[src/rtl/dvi_sync_lock_if.sv]
// DVI sync-lock bus: DE from the TMDS receiver in, lock status and measured mode out.
interface dvi_sync_lock_if #(
  parameter int CNT_W  = 12,
  parameter int VCNT_W = 11
);
  logic              de_in;
  logic              scdt_o;
  logic [CNT_W-1:0]  h_active_o;
  logic [CNT_W-1:0]  h_total_o;
  logic [VCNT_W-1:0] v_active_o;
  logic              v_valid_o;
  logic              mode_change_o;

  modport master (output de_in,
                  input  scdt_o, h_active_o, h_total_o, v_active_o, v_valid_o, mode_change_o);
  modport slave  (input  de_in,
                  output scdt_o, h_active_o, h_total_o, v_active_o, v_valid_o, mode_change_o);
endinterface

[src/rtl/dvi_sync_lock.sv]
// DVI sync detect / mode lock: measures DE line timing and frame height, asserts scdt_o
// only after LOCK_LINES consistent lines, drops it on repeated bad lines or DE timeout.
module dvi_sync_lock #(
  parameter int CNT_W        = 12,
  parameter int VCNT_W       = 11,
  parameter int TIMEOUT      = 20000,
  parameter int LOCK_LINES   = 4,
  parameter int UNLOCK_LINES = 2,
  parameter int TOL          = 1
) (
  input  logic           odck_in,
  input  logic           rst,
  dvi_sync_lock_if.slave bus
);

  localparam int IDLE_W = $clog2(TIMEOUT + 1);
  localparam int GC_W   = $clog2(LOCK_LINES + 1);
  localparam int BC_W   = $clog2(UNLOCK_LINES + 1);

  localparam logic [CNT_W-1:0]  CMAX      = {CNT_W{1'b1}};
  localparam logic [VCNT_W-1:0] VMAX      = {VCNT_W{1'b1}};
  localparam logic [CNT_W-1:0]  TOL_C     = CNT_W'(TOL);
  localparam logic [IDLE_W-1:0] TIMEOUT_C = IDLE_W'(TIMEOUT);
  localparam logic [GC_W-1:0]   LOCK_C    = GC_W'(LOCK_LINES);
  localparam logic [BC_W-1:0]   UNLOCK_C  = BC_W'(UNLOCK_LINES);

  typedef enum logic [1:0] {NOSIG, ACQ, LOCK} state_e;

  function automatic logic [CNT_W-1:0] sat_inc(input logic [CNT_W-1:0] a);
    return (a == CMAX) ? CMAX : a + 1'b1;
  endfunction

  function automatic logic [CNT_W-1:0] absdiff(input logic [CNT_W-1:0] a, input logic [CNT_W-1:0] b);
    return (a >= b) ? a - b : b - a;
  endfunction

  state_e             state_q, state_d;
  logic               de_r_q, de_r_d, de_rr_q, de_rr_d;
  logic [CNT_W-1:0]   act_cnt_q, act_cnt_d, act_len_q, act_len_d, per_cnt_q, per_cnt_d;
  logic [CNT_W-1:0]   prev_act_q, prev_act_d, prev_per_q, prev_per_d;
  logic               has_ref_q, has_ref_d;
  logic [IDLE_W-1:0]  idle_cnt_q, idle_cnt_d;
  logic [GC_W-1:0]    good_cnt_q, good_cnt_d;
  logic [BC_W-1:0]    bad_cnt_q, bad_cnt_d;
  logic [VCNT_W-1:0]  line_cnt_q, line_cnt_d;
  logic               seen_bnd_q, seen_bnd_d;
  logic               locked_once_q, locked_once_d;
  logic [CNT_W-1:0]   h_active_q, h_active_d, h_total_q, h_total_d;
  logic [VCNT_W-1:0]  v_active_q, v_active_d;
  logic               v_valid_q, v_valid_d;
  logic               mode_chg_q, mode_chg_d;
  logic               scdt_q, scdt_d;

  logic               rise, fall, timeout, line_done, line_good, frame_bnd;
  logic [CNT_W-1:0]   per_len, gap;

  assign rise      = de_r_q & ~de_rr_q;
  assign fall      = ~de_r_q & de_rr_q;
  assign per_len   = sat_inc(per_cnt_q);
  assign timeout   = (idle_cnt_q == TIMEOUT_C);
  assign line_done = rise && (state_q != NOSIG);
  // A saturated length means the counter overflowed, so it can never be trusted.
  assign line_good = has_ref_q && (per_len != CMAX) && (act_len_q != CMAX) &&
                     (absdiff(per_len, prev_per_q) <= TOL_C) &&
                     (absdiff(act_len_q, prev_act_q) <= TOL_C);
  assign gap       = (per_len > act_len_q) ? per_len - act_len_q : '0;
  assign frame_bnd = gap > h_total_q;

  always_comb begin
    de_r_d        = bus.de_in;
    de_rr_d       = de_r_q;
    act_cnt_d     = rise ? '0 : (de_r_q ? sat_inc(act_cnt_q) : act_cnt_q);
    act_len_d     = fall ? sat_inc(act_cnt_q) : act_len_q;
    per_cnt_d     = rise ? '0 : sat_inc(per_cnt_q);
    idle_cnt_d    = rise ? '0 : (timeout ? idle_cnt_q : idle_cnt_q + 1'b1);
    state_d       = state_q;
    prev_act_d    = prev_act_q;
    prev_per_d    = prev_per_q;
    has_ref_d     = has_ref_q;
    good_cnt_d    = good_cnt_q;
    bad_cnt_d     = bad_cnt_q;
    line_cnt_d    = line_cnt_q;
    seen_bnd_d    = seen_bnd_q;
    locked_once_d = locked_once_q;
    h_active_d    = h_active_q;
    h_total_d     = h_total_q;
    v_active_d    = v_active_q;
    v_valid_d     = v_valid_q;
    mode_chg_d    = 1'b0;
    scdt_d        = (state_q == LOCK);

    if (line_done) begin
      prev_per_d = per_len;
      prev_act_d = act_len_q;
      has_ref_d  = 1'b1;
    end

    case (state_q)
      NOSIG: if (rise) state_d = ACQ;
      ACQ: if (line_done) begin
        if (line_good) begin
          if (good_cnt_q + 1'b1 == LOCK_C) begin
            state_d       = LOCK;
            h_active_d    = act_len_q;
            h_total_d     = per_len;
            mode_chg_d    = !locked_once_q || (act_len_q != h_active_q) || (per_len != h_total_q);
            locked_once_d = 1'b1;
            good_cnt_d    = '0;
            bad_cnt_d     = '0;
            line_cnt_d    = '0;
            seen_bnd_d    = 1'b0;
          end else begin
            good_cnt_d = good_cnt_q + 1'b1;
          end
        end else begin
          good_cnt_d = '0;
        end
      end
      LOCK: if (line_done) begin
        // The boundary line itself is line 1 of the new frame; the first frame is partial.
        if (frame_bnd) begin
          line_cnt_d = {{(VCNT_W-1){1'b0}}, 1'b1};
          seen_bnd_d = 1'b1;
          if (seen_bnd_q) begin
            v_active_d = line_cnt_q;
            v_valid_d  = 1'b1;
          end
        end else if (line_cnt_q != VMAX) begin
          line_cnt_d = line_cnt_q + 1'b1;
        end
        if (line_good) begin
          bad_cnt_d = '0;
        end else if (bad_cnt_q + 1'b1 == UNLOCK_C) begin
          state_d    = ACQ;
          good_cnt_d = '0;
          bad_cnt_d  = '0;
          v_valid_d  = 1'b0;
        end else begin
          bad_cnt_d = bad_cnt_q + 1'b1;
        end
      end
      default: state_d = NOSIG;
    endcase

    // Loss of DE overrides anything a coincident line completion decided.
    if (timeout && state_q != NOSIG) begin
      state_d       = NOSIG;
      good_cnt_d    = '0;
      bad_cnt_d     = '0;
      v_valid_d     = 1'b0;
      has_ref_d     = 1'b0;
      mode_chg_d    = 1'b0;
      h_active_d    = h_active_q;
      h_total_d     = h_total_q;
      locked_once_d = locked_once_q;
    end
  end

  always_ff @(posedge odck_in or negedge rst) begin
    if (!rst) begin
      state_q       <= NOSIG;
      de_r_q        <= 1'b0;
      de_rr_q       <= 1'b0;
      act_cnt_q     <= '0;
      act_len_q     <= '0;
      per_cnt_q     <= '0;
      prev_act_q    <= '0;
      prev_per_q    <= '0;
      has_ref_q     <= 1'b0;
      idle_cnt_q    <= '0;
      good_cnt_q    <= '0;
      bad_cnt_q     <= '0;
      line_cnt_q    <= '0;
      seen_bnd_q    <= 1'b0;
      locked_once_q <= 1'b0;
      h_active_q    <= '0;
      h_total_q     <= '0;
      v_active_q    <= '0;
      v_valid_q     <= 1'b0;
      mode_chg_q    <= 1'b0;
      scdt_q        <= 1'b0;
    end else begin
      state_q       <= state_d;
      de_r_q        <= de_r_d;
      de_rr_q       <= de_rr_d;
      act_cnt_q     <= act_cnt_d;
      act_len_q     <= act_len_d;
      per_cnt_q     <= per_cnt_d;
      prev_act_q    <= prev_act_d;
      prev_per_q    <= prev_per_d;
      has_ref_q     <= has_ref_d;
      idle_cnt_q    <= idle_cnt_d;
      good_cnt_q    <= good_cnt_d;
      bad_cnt_q     <= bad_cnt_d;
      line_cnt_q    <= line_cnt_d;
      seen_bnd_q    <= seen_bnd_d;
      locked_once_q <= locked_once_d;
      h_active_q    <= h_active_d;
      h_total_q     <= h_total_d;
      v_active_q    <= v_active_d;
      v_valid_q     <= v_valid_d;
      mode_chg_q    <= mode_chg_d;
      scdt_q        <= scdt_d;
    end
  end

  assign bus.scdt_o        = scdt_q;
  assign bus.h_active_o    = h_active_q;
  assign bus.h_total_o     = h_total_q;
  assign bus.v_active_o    = v_active_q;
  assign bus.v_valid_o     = v_valid_q;
  assign bus.mode_change_o = mode_chg_q;

endmodule

[src/flat_wrapper.sv]
// flat-port wrapper written by rule: the top's interface ports become plain ports
module dvi_sync_lock_flat 
#(
  parameter int CNT_W        = 12,
  parameter int VCNT_W       = 11,
  parameter int TIMEOUT      = 20000,
  parameter int LOCK_LINES   = 4,
  parameter int UNLOCK_LINES = 2,
  parameter int TOL          = 1
)
  (odck_in, rst, bus_de_in, bus_scdt_o, bus_h_active_o, bus_h_total_o, bus_v_active_o, bus_v_valid_o, bus_mode_change_o);
  dvi_sync_lock_if #(.CNT_W(CNT_W), .VCNT_W(VCNT_W)) bus_i ();
  input  logic odck_in;
  input  logic rst;
  input wire logic [$bits(bus_i.de_in)-1:0] bus_de_in;
  output wire logic [$bits(bus_i.scdt_o)-1:0] bus_scdt_o;
  output wire logic [$bits(bus_i.h_active_o)-1:0] bus_h_active_o;
  output wire logic [$bits(bus_i.h_total_o)-1:0] bus_h_total_o;
  output wire logic [$bits(bus_i.v_active_o)-1:0] bus_v_active_o;
  output wire logic [$bits(bus_i.v_valid_o)-1:0] bus_v_valid_o;
  output wire logic [$bits(bus_i.mode_change_o)-1:0] bus_mode_change_o;
  assign bus_i.de_in = bus_de_in;
  assign bus_scdt_o = bus_i.scdt_o;
  assign bus_h_active_o = bus_i.h_active_o;
  assign bus_h_total_o = bus_i.h_total_o;
  assign bus_v_active_o = bus_i.v_active_o;
  assign bus_v_valid_o = bus_i.v_valid_o;
  assign bus_mode_change_o = bus_i.mode_change_o;
  dvi_sync_lock #(.CNT_W(CNT_W), .VCNT_W(VCNT_W), .TIMEOUT(TIMEOUT), .LOCK_LINES(LOCK_LINES), .UNLOCK_LINES(UNLOCK_LINES), .TOL(TOL)) u_core (.odck_in(odck_in), .rst(rst), .bus(bus_i));
endmodule
[config.mk]
export PLATFORM = sky130hd
export DESIGN_NAME = dvi_sync_lock_flat
export DESIGN_NICKNAME = d
export VERILOG_FILES = /design/src/rtl/dvi_sync_lock_if.sv /design/src/rtl/dvi_sync_lock.sv /design/src/flat_wrapper.sv
export SDC_FILE = /design/constraint.sdc
export NUM_CORES = 1
export LEC_CHECK = 0
export ABC_CLOCK_PERIOD_IN_PS = 5650
export CAP_MARGIN = 20
export CORE_MARGIN = 8
export CORE_UTILIZATION = 56
export DETAILED_ROUTE_END_ITERATION = 10
export HOLD_SLACK_MARGIN = 0.02
export PLACE_DENSITY = 0.88
export SKIP_LAST_GASP = 1
export SLEW_MARGIN = 20
export SYNTH_ARGS = -nofsm -noshare
export SYNTH_HDL_FRONTEND = slang
export SYNTH_SLANG_ARGS = --single-unit
export TNS_END_PERCENT = 1
[constraint.sdc]
create_clock -name odck_in -period 5.65 [get_ports odck_in]
set_input_delay 1.13 -clock odck_in [delete_from_list [all_inputs] [get_ports odck_in]]
set_output_delay 1.13 -clock odck_in [all_outputs]
set_load 0.005 [all_outputs]
==> qor.csv, run 1 <==
stage,metric,value,unit
route,Total Routed Length,26900,um
global_route,total congestion overflow,0,
setup_path,"Arr. time, crit path",5900,ps
power_and_ir_drop,Power Density,402,nW/um2
timing,Final Cycle Share,98.9,%
setup_path,Crit Path Class,reg2reg,
power_and_ir_drop,Leakage,5.14,nW
setup_path,Worst setup SP type,flop,
timing,Final setup viols,0,
global_route,initial antenna violation count,0,
die,io pins,41,
timing,minimum clock period,5590,ps
logic_synthesis,Area contributors post-synth,"dfrtp_1, ha_1, o21ai_0",
flow_run,Max Cap Violations,0,
logic_synthesis,Cells after Synth,1137,
power_and_ir_drop,Tot Pwr,4.55,mW
global_route,largest net degree at the start of global routing,95,
logic_synthesis,post-synth cell types,74,
timing,Max Clock Freq,179,MHz
worst_hold_path,Hold Path End,u_core.locked_once_q,
route,vias per inst,6.31,
die,Die Span Y,149,um
cells_and_area,final instance area,11300,um2
cells_and_area,antenna cells,0,
timing,clock skew,10.6,ps
timing,Max Slew Vio Count,0,
route,wire length per cell,18.8,um
placed_design,Placed Area,10600,um2
global_route,Total GRT Usage,24.2,%
cells_and_area,P&R area growth vs syn,14.9,%
setup_path,worst-path cell chain,ha_4 > nand3_2 > buf_4 > nor2_1 > nand2_1 > nand3_1 > o21ai_1 > inv_1 > ha_1 > a21oi_2 > o211ai_1 > a221o_1 > nor2_4 > mux2i_1 > or4_1 > nor4_1 > nand4b_1 > buf_4 > o22a_1 > nor2_1 > mux2_2,
setup_path,R2R cell count,21,
power_and_ir_drop,Worst VDD drop,0.274,mV
global_route,vias in the first global route,8636,
die,Die Wd,149,um
logic_synthesis,Yosys warning total,0,
clocking,htree depth,4,
worst_hold_path,number of cells on the worst hold path,1,
placed_design,Post-DP HPWL,18800,um
timing,hold violation total from the final report,0,
logic_synthesis,post-synthesis register bit count,136,
clocking,clk slew on worst S/H paths,60,ps
clocking,clk_lat worst skew,430,ps
die,Die Area,22100,um2
logic_synthesis,largest area contributor in the synthesized netlist,dfrtp_1,
clocking,CTS Root Buffer Type,clkbuf_16,
worst_hold_path,HP Class,reg2reg,
setup_path,kind of end point of the critical path,flop,
logic_synthesis,share of the synthesized area in the top cell type,34.5,%
logic_synthesis,ys async rst share,100,%
placed_design,Port-buffer cells,40,
clocking,CTS tree,built,
clocking,Num CTS Buffers,17,
setup_path,FF-to-FF Start,u_core.per_cnt_q[0],
logic_synthesis,Syn Nets,1222,
logic_synthesis,"Cell Area, Synth",9860,um2
route,first drt pass iteration count,6,
logic_synthesis,"Seq/Total Area, Yosys",34.5,%
timing,RSZ-0062 raised after global routing,yes,
setup_path,CP bufs+invs,3,
setup_path,CP max stage cell,or4_1,
timing,worst-margin pin slew,881,ps
placed_design,Placer Congestion,0.949,
clocking,clock tree buffer depth,2,
die,Core ar.,17200,um2
setup_path,worst-path fanout max,11,
run_status,run status,finished clean,
timing,Slew headroom,40.6,%
die,Initial Util,57.2,%
setup_path,Worst EP required,5960,ps
route,vias after detailed routing,8985,
cells_and_area,fraction of layout cells with a size suffix above 1,10.8,%
die,Site Rows,48,
cells_and_area,final-stage net count,1273,
logic_synthesis,Post-synth EDFFs,0,
setup_path,Worst R2R Setup Slack,60,ps
clocking,CTS Sinks,136,
setup_path,reg-to-reg endpoint,u_core.seen_bnd_q,
setup_path,Worst path max stage delay,520,ps
logic_synthesis,Most used DFF post-synth,dfrtp_1,
clocking,CTS Hold Bufs,0,
route,# DRC,0,
timing,Worst Hold Slack,467,ps
logic_synthesis,syn_area_per_cell,8.67,um2
route,1st-iter DRT viols,872,
global_route,first-pass GRT wire length,43200,um
worst_hold_path,HP Start,u_core.locked_once_q,
setup_path,Top delay family on crit path,simple AND/OR/NAND/NOR gates,
route,DRT antenna net count,0,
-- flip-flops by register name, indices dropped and copies added, names as in the netlist, 3 cells and up --
name	flops
u_core.bus.h_total_o	12
u_core.bus.v_active_o	11
u_core.good_cnt_q	3
u_core.prev_per_q	12
u_core.bus.h_active_o	12
u_core.per_cnt_q	12
u_core.act_cnt_q	12
u_core.act_len_q	12
u_core.idle_cnt_q	15
u_core.prev_act_q	12
u_core.line_cnt_q	11
-- layer usage --
layer / GRT usage (%) / wire length (um)
met1: 30.4 / 11000
met2: 39.0 / 12900
met3: 5.07 / 2020
met4: 11.7 / 953
met5: 0 / 0
-- cell usage in the layout, fill, tap and decap left out, types with 39 or more instances in the layout --
cell and n:
clkdlybuf4s50_1 39, o21ai_0 92, ha_1 75, nor2_1 76
buf_4 39, inv_1 92, nand2_1 87, nand3_1 43
a21oi_1 69, dfrtp_1 131
-- worst max path at each step --
stage                                  to                 from  cells past startpoint
global placement     u_core.line_cnt_q[0]  u_core.per_cnt_q[0]                     28
detailed placement   u_core.line_cnt_q[0]  u_core.per_cnt_q[0]                     28
floorplan           u_core.line_cnt_q[10]  u_core.per_cnt_q[0]                     32
finish                  u_core.seen_bnd_q  u_core.per_cnt_q[0]                     21
CTS                  u_core.line_cnt_q[9]  u_core.per_cnt_q[0]                     30
global route         u_core.line_cnt_q[9]  u_core.per_cnt_q[0]                     30
-- power by group --
part	switching (mW)	total [mW]	internal [mW]
combinational	1.27	2.33	1.06
sequential	0.0644	1.09	1.02
clock	0.437	1.14	0.704
total	1.77	4.55	2.78
-- kinds of logic (layout without fill, tap and decap cells) --
logic type / count (synthesis) / count (layout) / synth area share (%)
AOI/OAI and AO/OA: 309 / 309 / 20.0
xor gates and xnor gates: 61 / 61 / 5.42
adders and majority gates: 82 / 82 / 10.8
buffers and inverters: 143 / 206 / 5.62
DFF: 136 / 136 / 34.5
muxes: 49 / 49 / 5.37
and+or+nand+nor: 357 / 357 / 18.3
-- repair_timing --
| action | 4_1_cts | 5_1_grt |
|---|---|---|
| setup buffers | 0 | 7 |
| gates resized for setup | 1 | 20 |
| endpoints found under the setup margin | 16 | 42 |
| pin swaps | 1 | 6 |
-- cell usage after synthesis, types with 3 or more instances --
master,n
a21o_1,15
nand3_1,44
a21bo_2,3
mux2_2,31
o2111ai_1,6
a22oi_1,3
o221ai_1,6
a31oi_1,10
o211ai_1,8
o21ai_1,5
dfrtp_1,136
nand2b_1,10
a211o_1,6
nor2_1,77
mux2i_1,18
or3_1,7
a221oi_1,6
o31ai_1,11
o21bai_1,8
inv_1,94
nor3_1,22
clkbuf_1,38
nor2b_1,15
fa_1,5
xor2_1,26
nor4_1,12
and2_1,12
o21a_1,13
nor4b_1,4
o31a_1,4
o21ai_0,96
nand2_1,87
nor3b_1,7
a21boi_0,6
and3_1,20
xnor2_1,35
or4_1,5
o22a_1,3
a21oi_1,70
o22ai_1,4
nand4_1,20
buf_2,8
ha_1,77
-- layout make-up --
| class | instances | area, um2 |
|---|---|---|
| clock buffers | 20 | 447 |
| clock inverters | 11 | 149 |
| fillers | 1290 | 5910 |
| inverters | 95 | 357 |
| multi-input cells | 858 | 5970 |
| flip-flops and latches | 136 | 3410 |
| well taps | 225 | 282 |
| repair buffers | 80 | 706 |
-- metrics by stage --
step / TNS [ps] / utilization (%) / setup WS (ps) / std cells
2_1_floorplan: 0 / - / 1.79 / 1137
3_3_place_gp: 0 / 61.5 / 199 / 1387
3_5_place_dp: -7.18 / 61.5 / -7.18 / 1387
4_1_cts: -25.0 / 65.0 / -14.5 / 1418
5_1_grt: -1170 / 65.7 / -171 / 1425
6_report: 0 / 65.7 / 60.8 / 1425
Note: power is estimated with default switching activity, not from simulation.
==> run 2, diff against run 1 <==
- GPL_TIMING_DRIVEN: not set -> 1
==> results of run 2 <==
Final layout, timing and power as in run 1 (identical DEF).
==> run 3, diff against run 2 <==
- ABC_CLOCK_PERIOD_IN_PS: 5650 -> 5800
- CORE_UTILIZATION: 56 -> 57
- CTS_CLUSTER_DIAMETER: not set -> 40
- PLACE_DENSITY: 0.88 -> 0.87
- clock period: 5.65 -> 5.8 ns (I/O delays scaled with it)
==> qor.csv, run 3 (synthesized netlist as in run 1, its figures left out) <==
stage,metric,value,unit,change
die,Site Rows,48,,unchanged
timing,hold violation total from the final report,0,,unchanged
cells_and_area,antenna cells,0,,unchanged
setup_path,Crit Path Class,reg2reg,,
flow_run,Max Cap Violations,0,,unchanged
die,io pins,41,,unchanged
route,1st-iter DRT viols,754,,-14%
route,Total Routed Length,26000,um,-3.2%
setup_path,Worst setup SP type,flop,,
placed_design,Port-buffer cells,40,,unchanged
placed_design,Placer Congestion,0.921,,-2.9%
setup_path,"Arr. time, crit path",5730,ps,-170 ps
setup_path,CP bufs+invs,3,,unchanged
die,Die Wd,148,um,-0.79%
route,DRT antenna net count,0,,unchanged
power_and_ir_drop,Power Density,385,nW/um2,-4.3%
setup_path,Top delay family on crit path,compound AO/OA/AOI/OAI gates,,
route,vias per inst,6.22,,-1.3%
cells_and_area,max reg flops,15,,unchanged
setup_path,worst-path fanout max,12,,+1
clocking,clock tree buffer depth,2,,unchanged
placed_design,Post-DP HPWL,18800,um,about the same
clocking,CTS Root Buffer Type,clkbuf_16,,
route,first drt pass iteration count,5,,-1
run_status,run status,finished clean,,
die,Die Area,21800,um2,-1.6%
timing,RSZ-0062 raised after global routing,yes,,
cells_and_area,"most common cell after layout, fill and taps aside",dfrtp_1,,
setup_path,Worst EP required,6150,ps,+190 ps
timing,Final Cycle Share,92.7,%,-6.2 points
timing,clock skew,9.27,ps,-1.31 ps
clocking,CTS Hold Bufs,0,,unchanged
global_route,initial antenna violation count,0,,unchanged
timing,minimum clock period,5380,ps,-211 ps
global_route,vias in the first global route,8448,,-2.2%
route,wire length per cell,18.3,um,-3.0%
timing,setup TNS,0,ps,unchanged
timing,Final setup viols,0,,unchanged
setup_path,kind of end point of the critical path,flop,,
clocking,clk_lat worst skew,430,ps,about the same
setup_path,"most used cell, CP",o21ai_0,,
cells_and_area,fin util,65.9,%,+0.21 points
clocking,Num CTS Buffers,17,,unchanged
die,Die Span Y,148,um,-0.79%
timing,worst-margin pin slew,888,ps,+6.80 ps
clocking,CTS Sinks,136,,unchanged
die,Initial Util,57.6,%,+0.40 points
route,# DRC,0,,unchanged
cells_and_area,fraction of layout cells with a size suffix above 1,10.7,%,-0.13 points
worst_hold_path,HP Class,reg2reg,,
power_and_ir_drop,Leakage,5.13,nW,-0.35%
timing,Max Slew Vio Count,0,,unchanged
clocking,htree depth,4,,unchanged
cells_and_area,"Most flops, register",u_core.idle_cnt_q,,
setup_path,CP max stage cell,dfrtp_2,,
cells_and_area,P&R area growth vs syn,14.4,%,
setup_path,Worst path max stage delay,430,ps,-90 ps
clocking,CTS tree,built,,
global_route,first-pass GRT wire length,42000,um,-2.7%
clocking,clk slew on worst S/H paths,60,ps,about the same
power_and_ir_drop,Worst VDD drop,0.313,mV,+15%
global_route,largest net degree at the start of global routing,97,,+2.1%
die,Core ar.,17100,um2,-0.70%
timing,Slew headroom,40.8,%,+0.17 points
cells_and_area,most frequent cells in the layout,"dfrtp_1, inv_1, o21ai_0",,
route,vias after detailed routing,8842,,-1.6%
global_route,total congestion overflow,0,,unchanged
cells_and_area,final-stage net count,1269,,-0.31%
global_route,Total GRT Usage,23.5,%,-0.72 points
timing,Max Clock Freq,186,MHz,+3.9%
cells_and_area,fill cell count,1346,,+4.3%
-- run 3: stage by stage --
step	power (mW)	instance area, um2	hold WS (ps)	setup WS, ps	instances
after global placement	3.16	10600	456	331	1385
after global routing	4.60	11300	503	-18.0	1421
final	4.34	11300	486	422	1421
after CTS	4.25	11200	480	24.6	1416
after detailed placement	3.19	10600	469	151	1385
after floorplan	2.65	9870	439	70.0	1137
-- run 3: metal layers --
| layer | track usage (%) | vias to the layer above | part of all wire, % |
|---|---|---|---|
| met5 | 0 | - | 0 |
| met2 | 38.6 | 367 | 48 |
| met4 | 9.33 | 0 | 3.1 |
| li1 | - | 4156 | - |
| met1 | 29.9 | 4247 | 42 |
| met3 | 4.83 | 72 | 6.8 |
-- run 3: cell type report --
| type | instances | area (um2) | area share (%) |
|---|---|---|---|
| Multi-Input combinational cell | 858 | 5990 | 53.1 |
| Sequential cell | 136 | 3400 | 30.2 |
| Timing Repair Buffer | 76 | 677 | 6.00 |
| Clock buffer | 22 | 474 | 4.20 |
| Inverter | 95 | 357 | 3.16 |
| Tap cell | 225 | 282 | 2.50 |
| Clock inverter | 9 | 91.3 | 0.810 |
-- run 3: repair_timing --
item,4_1_cts,5_1_grt
hold endpoints to repair,0,0
buffers inserted,0,4
resized for setup,0,23
setup endpoints to repair,0,46
-- run 3: final timing paths --
| kind | startpoint | end | slack (ps) | cells past startpoint |
|---|---|---|---|---|
| min in group asynchronous | rst | u_core.act_cnt_q[4] | 810 | 1 |
| max reg2reg | u_core.per_cnt_q[0] | u_core.line_cnt_q[7] | 420 | 30 |
| min | u_core.locked_once_q | u_core.locked_once_q | 490 | 1 |
| min reg2reg | u_core.locked_once_q | u_core.locked_once_q | 490 | 1 |
| max in group asynchronous | rst | u_core.good_cnt_q[2] | 3910 | 2 |
| max | u_core.per_cnt_q[0] | u_core.line_cnt_q[7] | 420 | 30 |
-- run 3: power breakdown --
group | total [mW] | switching, mW | leakage [nW] | internal [mW]
combinational | 2.24 | 1.24 | 2.99 | 0.998
clock | 1.05 | 0.423 | 0.277 | 0.625
sequential | 1.06 | 0.0615 | 1.86 | 0.995
